`src/rtl/arith_pkg.sv`:
```
// Shared arithmetic-exercise constants: FSM state codes and the default operand width.
package arith_pkg;

  localparam logic [1:0] IDLE = 2'd0;
  localparam logic [1:0] RUN  = 2'd1;
  localparam logic [1:0] DONE = 2'd2;

  localparam int unsigned ARITH_W = 4;

  // Bit-counter width; a single-bit operand still needs a 1-bit counter.
  function automatic int unsigned cnt_width(input int unsigned w);
    return (w > 1) ? $clog2(w) : 1;
  endfunction

endpackage

```
`src/rtl/full_subtractor.sv`:
```
// Combinational 1-bit full-subtractor cell: d = x - y - bi, with borrow-out bo.
module full_subtractor (
  input  logic x,
  input  logic y,
  input  logic bi,
  output logic d,
  output logic bo
);

  assign d  = x ^ y ^ bi;
  assign bo = (~x & y) | (~(x ^ y) & bi);

endmodule

```
`src/rtl/serial_subtractor.sv`:
```
// Bit-serial unsigned subtractor: a - b - bin, LSB first, one bit per clock,
// with a start/done handshake and results held until the next accepted start.
module serial_subtractor
  import arith_pkg::*;
#(
  parameter int unsigned WIDTH = ARITH_W
) (
  input  logic             clk,
  input  logic             rst_n,
  input  logic             start,
  input  logic [WIDTH-1:0] a,
  input  logic [WIDTH-1:0] b,
  input  logic             bin,
  output logic             busy,
  output logic             done,
  output logic [WIDTH-1:0] diff,
  output logic             bout
);

  localparam int unsigned CW = cnt_width(WIDTH);

  logic [1:0]       state;
  logic [CW-1:0]    cnt;
  logic [WIDTH-1:0] sa;
  logic [WIDTH-1:0] sb;
  logic [WIDTH-1:0] sr;
  logic [WIDTH-1:0] sr_next;
  logic             br;
  logic             d;
  logic             bo;
  logic             last;

  full_subtractor u_cell (
    .x  (sa[0]),
    .y  (sb[0]),
    .bi (br),
    .d  (d),
    .bo (bo)
  );

  // Result bits enter at the MSB so that after WIDTH shifts bit 0 sits at LSB.
  always_comb begin
    sr_next            = sr >> 1;
    sr_next[WIDTH-1]   = d;
  end

  assign last = (cnt == CW'(WIDTH - 1));

  always_ff @(posedge clk) begin
    if (!rst_n) begin
      state <= IDLE;
      busy  <= 1'b0;
      done  <= 1'b0;
      diff  <= '0;
      bout  <= 1'b0;
      cnt   <= '0;
      sa    <= '0;
      sb    <= '0;
      sr    <= '0;
      br    <= 1'b0;
    end else begin
      done <= 1'b0;
      case (state)
        IDLE: begin
          if (start) begin
            state <= RUN;
            busy  <= 1'b1;
            sa    <= a;
            sb    <= b;
            br    <= bin;
            cnt   <= '0;
            sr    <= '0;
          end
        end
        RUN: begin
          sa <= sa >> 1;
          sb <= sb >> 1;
          br <= bo;
          sr <= sr_next;
          if (last) begin
            state <= DONE;
            done  <= 1'b1;
            diff  <= sr_next;
            bout  <= bo;
          end else begin
            cnt <= cnt + CW'(1);
          end
        end
        DONE: begin
          state <= IDLE;
          busy  <= 1'b0;
        end
        default: begin
          state <= IDLE;
          busy  <= 1'b0;
        end
      endcase
    end
  end

endmodule

```
`config.mk`:
```
export PLATFORM = sky130hd
export DESIGN_NAME = serial_subtractor
export DESIGN_NICKNAME = d
export VERILOG_FILES = /design/src/rtl/arith_pkg.sv /design/src/rtl/full_subtractor.sv /design/src/rtl/serial_subtractor.sv
export SDC_FILE = /design/constraint.sdc
export NUM_CORES = 1
export LEC_CHECK = 0
export ABC_CLOCK_PERIOD_IN_PS = 1500
export BUFFER_PORTS_ARGS = -buffer_cell sky130_fd_sc_hd__buf_2
export CORE_MARGIN = 1
export CORE_UTILIZATION = 52
export DETAILED_ROUTE_END_ITERATION = 12
export GPL_TIMING_DRIVEN = 0
export PLACE_DENSITY = 0.76
export SYNTH_ARGS = -nofsm -noshare
export SYNTH_HDL_FRONTEND = slang
export SYNTH_SLANG_ARGS = --single-unit
```
`constraint.sdc`:
```
create_clock -name clk -period 1.5 [get_ports clk]
set_input_delay 0.075 -clock clk [delete_from_list [all_inputs] [get_ports clk]]
set_output_delay 0.075 -clock clk [all_outputs]
set_load 0.01 [all_outputs]
```
Yosys cells after proc, flatten, opt, wreduce, memory -nomap -nowiden
Index checks and enable logic that the tools add are counted.
{"block": "totals", "rom_bits": 0, "in_bits": 12, "latchBits": 0, "output_inout_bits": 7, "mem_bits_rw": 0, "register_bits": 24, "mem_count": 0}
{"block": "classes", "n_eq_ne": 5, "n_reduce_logical": 8, "n_addsub": 1, "n_lt_le_gt_ge": 0, "n_bitwise": 8, "muxes": 17, "div_mod_pow": 0, "n_shift": 0, "multipliers": 0}
{"cell": "$pmux W4 S2", "count": 3}
{"cell": "$mux W4", "count": 3}
{"cell": "$reduce_and A2 Y1", "count": 5}
{"cell": "$mux W2", "count": 4}
{"cell": "$pmux W2 S2", "count": 2}
{"cell": "$ne A2 B2 Y1 const B", "count": 3}
{"cell": "$pmux W1 S2", "count": 2}
{"cell": "$mux W1", "count": 3}
{"cell": "$not A1 Y1", "count": 3}
{"cell": "$reduce_and A3 Y1", "count": 1}
{"cell": "$add A2 B1 Y2 const B", "count": 1}
{"cell": "$and A1 B1 Y1", "count": 2}
{"cell": "$eq A2 B1 Y1 const B", "count": 1}
{"cell": "$eq A2 B2 Y1 const B", "count": 1}
{"cell": "$logic_not A2 Y1", "count": 1}
{"cell": "$reduce_bool A2 Y1", "count": 1}
{"cell": "$xor A1 B1 Y1", "count": 2}
{"cell": "$or A1 B1 Y1", "count": 1}

Longest topological paths before layout
Gate-level depths: netlist (run 1).
{"block": "depth", "depth_word": 5, "mapped_depth": 5, "ltp_nobuf": 4}

Hierarchy
From an unflattened synthesis (run 1), not the netlist that was laid out.
{"block": "hier_totals", "hier_cells": 101, "hier_area_um2": 1014.7}
{"module": "serial_subtractor", "area_per_inst_um2": 983.4, "cells_per_inst": 97, "n_inst": 1}
{"module": "full_subtractor", "area_per_inst_um2": 31.3, "cells_per_inst": 4, "n_inst": 1}

Worst setup path before layout (run 1)
No wires, ideal clock.
{"block": "synth_path", "kind": "reg2reg", "from": "register sb[0]", "to": "register sr[3]", "synth_period_minus_slack_ps": 1158, "t_required_ps": 1382, "arrival_ps": 1039, "path_stages_with_launch": 5, "slack_ps": 342, "path_cell_list": "dfxtp_1 inv_1 fa_1 a22oi_1 nor2b_1"}
{"block": "synth_between", "elab_chain_cells": 3}
{"element": "from (decl)", "line": "serial_subtractor.sv:25", "text": "logic [WIDTH-1:0] sb;"}
{"element": "from (signal assigned)", "line": "serial_subtractor.sv:77", "text": "sb <= sb >> 1;"}
{"element": "$xor A1 B1 Y1 (2 in a row)", "line": "full_subtractor.sv:10", "text": "assign d = x ^ y ^ bi;"}
{"element": "net d", "line": "serial_subtractor.sv:29", "text": "logic d;"}
{"element": "$pmux W4 S2", "line": "serial_subtractor.sv:63", "text": "case (state)"}
{"element": "to (signal assigned)", "line": "serial_subtractor.sv:79", "text": "sr <= sr_next;"}
{"element": "to (decl)", "line": "serial_subtractor.sv:26", "text": "logic [WIDTH-1:0] sr;"}
The timed path passes the listed nets, and every way through them passes these cells.
A chain may end at the register's enable or synchronous reset.

Worst setup path after layout (run 1)
{"block": "layout_path", "from": "register state[0]", "to": "register br"}
{"block": "layout_between", "elab_chain_cells": 3}
{"element": "from (decl)", "line": "serial_subtractor.sv:22", "text": "logic [1:0] state;"}
{"element": "from (signal assigned)", "line": "serial_subtractor.sv:51", "text": "state <= IDLE;"}
{"element": "from (signal assigned)", "line": "serial_subtractor.sv:66", "text": "state <= RUN;"}
{"element": "from (signal assigned)", "line": "serial_subtractor.sv:81", "text": "state <= DONE;"}
{"element": "$eq A2 B1 Y1 / $logic_not A2 Y1 (equally long branches)", "line": "serial_subtractor.sv:63"}
{"element": "$reduce_bool A2 Y1 (no source line) / $ne A2 B2 Y1 (equally long branches)"}
{"element": "$reduce_and A2 Y1 (no source line)"}
{"element": "to (signal assigned)", "line": "serial_subtractor.sv:70", "text": "br <= bin;"}
{"element": "to (signal assigned)", "line": "serial_subtractor.sv:78", "text": "br <= bo;"}
{"element": "to (decl)", "line": "serial_subtractor.sv:28", "text": "logic br;"}
Several ways; a longest one is shown, not always the timed one.

==> summary.md, run 1 <==
| Metric | Value |
|---|---|
| Status | `finished clean` |
| Crit. End Element | `flop` |
| Hold depth | `3` |
| Core outline area | `between 1500 and 2000 um2` |
| Routed length per placed instance | `approximately 13 um` |
| Post-route ant nets | `0` |
| Max Slew Vio Count | `0` |
| Chip Height | `between 40 and 50 um` |
| Syn Nets | `between 100 and 150` |
| CP required | `between 1.5 and 2 ns` |
| Post-synthesis cell type count | `34` |
| CTS tree | `yes` |
| N_diodes | `0` |
| Slowest cell on crit path | `dfxtp_1` |
| Htree depth | `1` |
| Via count | `832` |
| Reg power frac | `between 60 and 70%` |
| PD cells | `941 nW/um2` |
| Final period util | `83.9%` |
| Static Leakage | `~0.51 nW` |
| RSZ-0062 raised after global routing | `false` |
| Max Cap Viol | `0` |
| Critical R2R Capture | `br` |
| Buf+Inv Stages, Crit Path | `2` |
| DP Area | `roughly 1100 um2` |
| Ports | `19` |
| R2R setup slack | `roughly 0.24 ns` |
| Worst Skew | `between 0.003 and 0.004 ns` |
| First-pass GRT wire length | `3190 um` |
| Cts hold-fix bufs | `0` |
| Clock period minus worst slack | `1.26 ns` |
| CTS resizes | `0` |
| # rows | `15` |
| Max Fanout on Critical Path | `10` |
| Drc violations | `0` |
| Final instance area | `about 1100 um2` |
| Peak VDD IR | `between 0.6 and 0.7 mV` |
| Final Setup Violations | `0` |
| Layout area overhead | `14.7%` |
| Tot Pwr | `between 1 and 1.5 mW` |
| Initial antenna violation count | `0` |
| Critical path arrival | `around 1.5 ns` |
| Clock group share of total power | `approximately a quarter` |
| Post-Synthesis Cells | `105` |
| Die Span X | `roughly 46 um` |
| Setup bufs post-CTS | `0` |
| Min-Delay Path Class | `in -> reg` |
| Layout cells sized above 1 | `between 20 and 25%` |
| Clock Tree Root | `clkbuf_4` |
| End of the worst hold path | `sb[3]` |
| Slew @ Worst Pin | `between 0.4 and 0.5 ns` |
| DR vias/cell | `about 5.5` |
| P_sw | `approximately 0.27 mW` |
| Fmax | `~0.79 GHz` |
| Initial drt markers | `36` |
| CP Cell Sequence | `buf_4, inv_1, nor2_1, o311a_1` |
| Overflow after GRT | `0` |
| Worst setup path class | `reg -> reg` |
| Clock latency on the worst-skew pair | `about 0.30 ns` |
| Total wire length | `roughly 1900 um` |
| #FFs+latches synth | `23` |
| Gpl congestion | `approximately 0.74` |
| CTS buffer count | `3` |
| CTS Sinks | `23` |
| Netlist Area Pre-Place | `around 1000 um2` |
| Most frequent cells in the layout | `23 x dfxtp_1, 20 x buf_2, 17 x nand2_1` |
| Number of global-route vias before repair | `roughly 760` |
| Starting density of the core | `56.8%` |
| Final TNS setup | `0 ns` |
| Gate power share | `a little over an eighth` |
| Die area | `around 2100 um2` |
| Sw Share | `24.8%` |
| Clock transition at path regs | `0.12 ns` |
| Top delay family on crit path | `buffers and inverters` |
| Bufs on Longest Clock Path | `2` |
| Maximum number of pins on one net before global-route repair | `13` |
| Sequential area share after synthesis | `a little under half` |
| Most common cell after layout, fill and taps aside | `dfxtp_1` |
| Tot GR Track Use | `between 20% and 30%` |
| Syn. warnings | `0` |
| Worst R2R Start | `state[0]` |
| Nets | `about 140` |
| Slew headroom | `72.1%` |
| Syn avg cell area | `roughly 9.5 um2` |
| Max incr delay on CP | `between 0.3 and 0.4 ns` |
| PortBufs | `18` |
| Reg2reg path depth | `4` |
| Int Power | `roughly 0.81 mW` |
| Hold path start | `b[3]` |
| HPWL Detailed | `roughly 1400 um` |
| CP startpoint kind | `flop` |
| Hold Vio Cnt, Final | `0` |
| 1st-pass router iterations | `4` |
-- layer usage --
layer / track usage [%] / vias to the layer above / share of wire, %
li1: - / 413 / -
met1: 28.6 / 388 / 50
met2: 33.0 / 27 / 44
met3: 3.97 / 4 / 5.0
met4: 7.65 / 0 / 1.3
met5: 0 / - / 0
-- metrics by stage --
stage	worst slack, ns	instances	util (%)	hold slack, ns
floorplan	0.342	105	-	0.213
global placement	0.283	148	63.7	0.363
detailed placement	0.256	148	63.7	0.374
CTS	0.238	152	65.2	0.0411
global route	0.153	152	65.2	0.0534
finish	0.241	152	65.2	0.0421
-- registers in the layout (all words and copies together) (netlist names) --
signal	count
done	1
sa	4
cnt	2
bout	1
state	2
diff	4
sb	4
busy	1
sr	3
br	1
-- tightest hold or removal path, stage by stage --
cell and delay [ns]:
buf_2 0.09, nand4_1 0.07, a21boi_0 0.07
-- cells in the mapped netlist, drive strengths merged --
master,instances,share of area [%]
nand2b,2,2.0
and3,2,1.2
and2,2,1.2
o21bai,1,1.9
o221ai,3,2.6
clkbuf,2,0.75
mux2i,3,3.0
nor2,3,1.1
nand2,17,6.4
or3b,1,0.87
nor3b,1,0.75
or4b,1,1.0
o21ba,1,1.0
buf,4,2.5
and3b,1,0.87
o21ai,4,2.0
a21boi,6,4.5
ha,1,1.2
o22ai,2,1.2
inv,4,1.5
o311a,1,1.0
o211a,3,3.0
nand3b,1,0.75
nor2b,4,2.5
o32ai,1,0.87
and2b,1,0.75
nand4,2,1.2
dfxtp,23,46
a21oi,4,2.0
a22oi,3,2.2
fa,1,2.0
-- layout make-up --
cell class | count | area [um2]
inverters | 4 | 15.0
repair buffers | 18 | 90.1
multi-input cells | 72 | 494
clock buffers | 4 | 26.3
plain buffers | 6 | 32.5
fillers | 157 | 614
flip-flops and latches | 23 | 460
well taps | 25 | 31.3
-- worst max path at each step --
stage / from / to / slack [ns] / cells past startpoint
CTS: cnt[0] / diff[1] / 0.24 / 5
finish: state[0] / br / 0.24 / 4
global placement: sb[0] / sr[3] / 0.28 / 4
detailed placement: sb[0] / sr[3] / 0.26 / 4
floorplan: sb[0] / sr[3] / 0.34 / 4
global route: cnt[0] / diff[1] / 0.15 / 5
-- power groups by stage --
stage	Sequential, mW	Clock [mW]	Combinational [mW]
CTS	0.659	0.285	0.147
finish	0.659	0.277	0.146
detailed placement	0.673	0	0.146
global placement	0.672	0	0.142
floorplan	0.670	0	0.102
global route	0.662	0.309	0.165
-- logic make-up after synthesis --
group                    after synthesis  share of synthesized area (%)
AO/OA/AOI/OAI                         29                           22.3
adder cells (fa/ha/maj)                2                           3.25
buffers and inverters                 10                           4.74
flip-flops                            23                           45.9
multiplexers                           3                           3.00
AND/OR/NAND/NOR                       38                           20.7
No activity file was read; power rests on OpenSTA's default activity.
==> run 2, diff against run 1 <==
--- a/config.mk
+++ b/config.mk
@@ -5,13 +5,13 @@
 export SDC_FILE = /design/constraint.sdc
 export NUM_CORES = 1
 export LEC_CHECK = 0
-export ABC_CLOCK_PERIOD_IN_PS = 1500
+export ABC_CLOCK_PERIOD_IN_PS = 1100
 export BUFFER_PORTS_ARGS = -buffer_cell sky130_fd_sc_hd__buf_2
 export CORE_MARGIN = 1
-export CORE_UTILIZATION = 52
+export CORE_UTILIZATION = 47
 export DETAILED_ROUTE_END_ITERATION = 12
 export GPL_TIMING_DRIVEN = 0
-export PLACE_DENSITY = 0.76
+export PLACE_DENSITY = 0.72
 export SYNTH_ARGS = -nofsm -noshare
 export SYNTH_HDL_FRONTEND = slang
 export SYNTH_SLANG_ARGS = --single-unit
==> constraint.sdc (replaced) <==
create_clock -name clk -period 1.1 [get_ports clk]
set_input_delay 0.055 -clock clk [delete_from_list [all_inputs] [get_ports clk]]
set_output_delay 0.055 -clock clk [all_outputs]
set_load 0.01 [all_outputs]
==> run 2 against run 1 <==
Compared with the run above: power grew 44%; cell count grew 5.3%; critical path type unchanged; largest power group unchanged; combinational power grew 71%; count of clock-buffer cells in the layout shrank 1; register-to-register slack lost 0.34 ns; global-route usage grew 0.58 points; the run now ends with negative setup slack left; die area grew 10%; critical endpoint is now sr[3].
==> summary.md, run 2 (synthesized netlist as in run 1, its figures left out) <==
| Metric | Value |
|---|---|
| Slowest cell on crit path | `fa_2` |
| PortBufs | `18 (unchanged)` |
| Overflow after GRT | `0 (unchanged)` |
| Tot GR Track Use | `21.7% (+0.58 points)` |
| Static Leakage | `0.582 nW (+15%)` |
| Failing checks | `negative setup slack` |
| Worst Skew | `0.00232 ns (-0.00152 ns)` |
| Maximum number of pins on one net before global-route repair | `14 (+1)` |
| Tot Pwr | `1.56 mW (+44%)` |
| Chip Height | `48.2 um (+5.0%)` |
| 1st-pass router iterations | `4 (unchanged)` |
| First-pass GRT wire length | `3330 um (+4.1%)` |
| Initial antenna violation count | `0 (unchanged)` |
| Critical path arrival | `1.46 ns (about the same)` |
| Initial drt markers | `16 (-56%)` |
| Final period util | `109% (+25 points)` |
| CTS buffer count | `3 (unchanged)` |
| CP required | `1.36 ns (-0.34 ns)` |
| Final instance area | `1320 um2 (+15%)` |
| Critical R2R Capture | `sr[3]` |
| Ports | `19 (unchanged)` |
| Max Fanout on Critical Path | `2 (-8)` |
| Largest registers | `diff: 4 flops, sa: 4 flops, sb: 4 flops` |
| Final TNS setup | `-0.490 ns (-0.490 ns)` |
| Worst setup startpoint | `br` |
| Slew headroom | `73.5% (+1.3 points)` |
| Drc violations | `0 (unchanged)` |
| Die area | `2320 um2 (+10%)` |
| Starting density of the core | `50.6% (-6.2 points)` |
| Max incr delay on CP | `0.57 ns (+0.21 ns)` |
| Top delay family on crit path | `adder cells` |
| Crit. End Element | `flop` |
| Clock transition at path regs | `0.13 ns (about the same)` |
| HPWL Detailed | `1410 um (-1.9%)` |
| CTS tree | `yes` |
| Gpl congestion | `0.755 (+2.0%)` |
| Clock latency on the worst-skew pair | `0.31 ns (about the same)` |
| DP Worst Slack | `-0.105 ns (-0.362 ns)` |
| Routed length per placed instance | `14.6 um (+15%)` |
| Clock period minus worst slack | `1.20 ns (-0.0613 ns)` |
| Core outline area | `1980 um2 (+12%)` |
| Buf+Inv Stages, Crit Path | `1 (-1)` |
| Most common cell after layout, fill and taps aside | `buf_2` |
| Status | `finished, violations left` |
| Clock Tree Root | `clkbuf_4` |
| Nets | `148 (+4.2%)` |
| Via count | `871 (+4.7%)` |
| Bufs on Longest Clock Path | `2 (unchanged)` |
| Non-Filler Instances | `160 (+5.3%)` |
| R2R setup slack | `-0.1 ns (-0.34 ns)` |
| Slew @ Worst Pin | `0.398 ns (-0.0201 ns)` |
| DP Area | `1130 um2 (+1.0%)` |
| Hold_ws | `0.0232 ns (-0.0189 ns)` |
| Most frequent cells in the layout | `18 x buf_2, 16 x nand2_1, 16 x dfxtp_1` |
| Peak VDD IR | `0.715 mV (+17%)` |
| Final Setup Violations | `11 (+11)` |
| # rows | `16 (+1)` |
| RSZ-0062 raised after global routing | `true` |
| DR vias/cell | `5.44 (-0.55%)` |
| CP Depth | `4 (unchanged)` |
| CP Cell Sequence | `inv_2, fa_2, a22oi_1, nor2b_1` |
| Worst Setup EP | `sr[3]` |
| Die Span X | `48.2 um (+5.0%)` |
| Max Slew Vio Count | `0 (unchanged)` |
| Worst R2R Start | `br` |
| Min-Delay Path Class | `in -> reg` |
| Fmax | `0.835 GHz (+5.1%)` |
| Layout area overhead | `31.7%` |
| Number of global-route vias before repair | `753 (-0.53%)` |
| Htree depth | `1 (unchanged)` |
| FILL cells | `163 (+3.8%)` |
| PD cells | `1180 nW/um2 (+25%)` |
| Max Cap Viol | `0 (unchanged)` |
| Layout cells sized above 1 | `40.6% (+19 points)` |
| DP Cell Count | `150 (+1.4%)` |
| Post-layout util | `66.6% (+1.4 points)` |
| N_diodes | `0 (unchanged)` |
| CTS Sinks | `23 (unchanged)` |
| Reg2reg path depth | `4 (unchanged)` |
| Total wire length | `2330 um (+21%)` |
| Worst setup path class | `reg -> reg` |
| CP startpoint kind | `flop` |
| Hold Vio Cnt, Final | `0 (unchanged)` |
| Final WS setup | `-0.0976 ns (-0.339 ns)` |
| Post-route ant nets | `0 (unchanged)` |
==> run 2: changes by cell type in the layout (fill, tap and decap cells not counted), moves of 3 or more <==
cell / delta
a21boi_0: -3
buf_6: +4
dfxtp_1: -7
dfxtp_2: +4
dfxtp_4: +3
inv_1: -4
inv_2: +3
==> run 2: power by group <==
group	switching (mW)	internal [mW]
sequential	0.0343	0.874
clock	0.264	0.136
combinational	0.117	0.132
total	0.415	1.14
==> run 2: worst reg2reg max path, cell delays in order (launching register included) <==
cell     delay [ns]
dfxtp_2        0.34
inv_2          0.04
fa_2           0.57
a22oi_1        0.08
nor2b_1        0.11
==> run 2: what timing repair did <==
action	4_1_cts	5_1_grt
buffers inserted	3	0
cloned	1	2
resized for setup	17	20
pin swaps	6	12
hold buffers	0	0
setup endpoints to repair	18	17
==> run 2: area by class of cell <==
cell class | instances | area (um2) | area share [%]
buffer | 6 | 57.6 | 4.36
inverter | 4 | 22.5 | 1.71
tap | 27 | 33.8 | 2.56
sequential | 23 | 477 | 36.1
clock buffer | 3 | 22.5 | 1.71
multi-input combinational | 72 | 542 | 41.0
timing repair buffer | 24 | 160 | 12.1
clock inverter | 1 | 5.00 | 0.379
==> run 2: routing by layer <==
metal / part of all wire [%] / up-vias / GRT usage, %
met4: 2.4 / 0 / 12.8
met5: 0 / - / 0
met3: 4.9 / 6 / 5.19
li1: - / 429 / -
met1: 45 / 405 / 25.2
met2: 48 / 31 / 36.0
==> run 2: how the worst min path moves through the flow <==
stage / startpoint / endpoint / slack, ns / cells past startpoint
5_1_grt: rst_n / sb[1] / 0.02 / 3
2_1_floorplan: rst_n / sb[1] / 0.19 / 2
4_1_cts: a[3] / sa[3] / 0.02 / 3
6_report: a[3] / sa[3] / 0.02 / 3
3_3_place_gp: b[2] / sb[2] / 0.35 / 3
3_5_place_dp: a[3] / sa[3] / 0.35 / 3
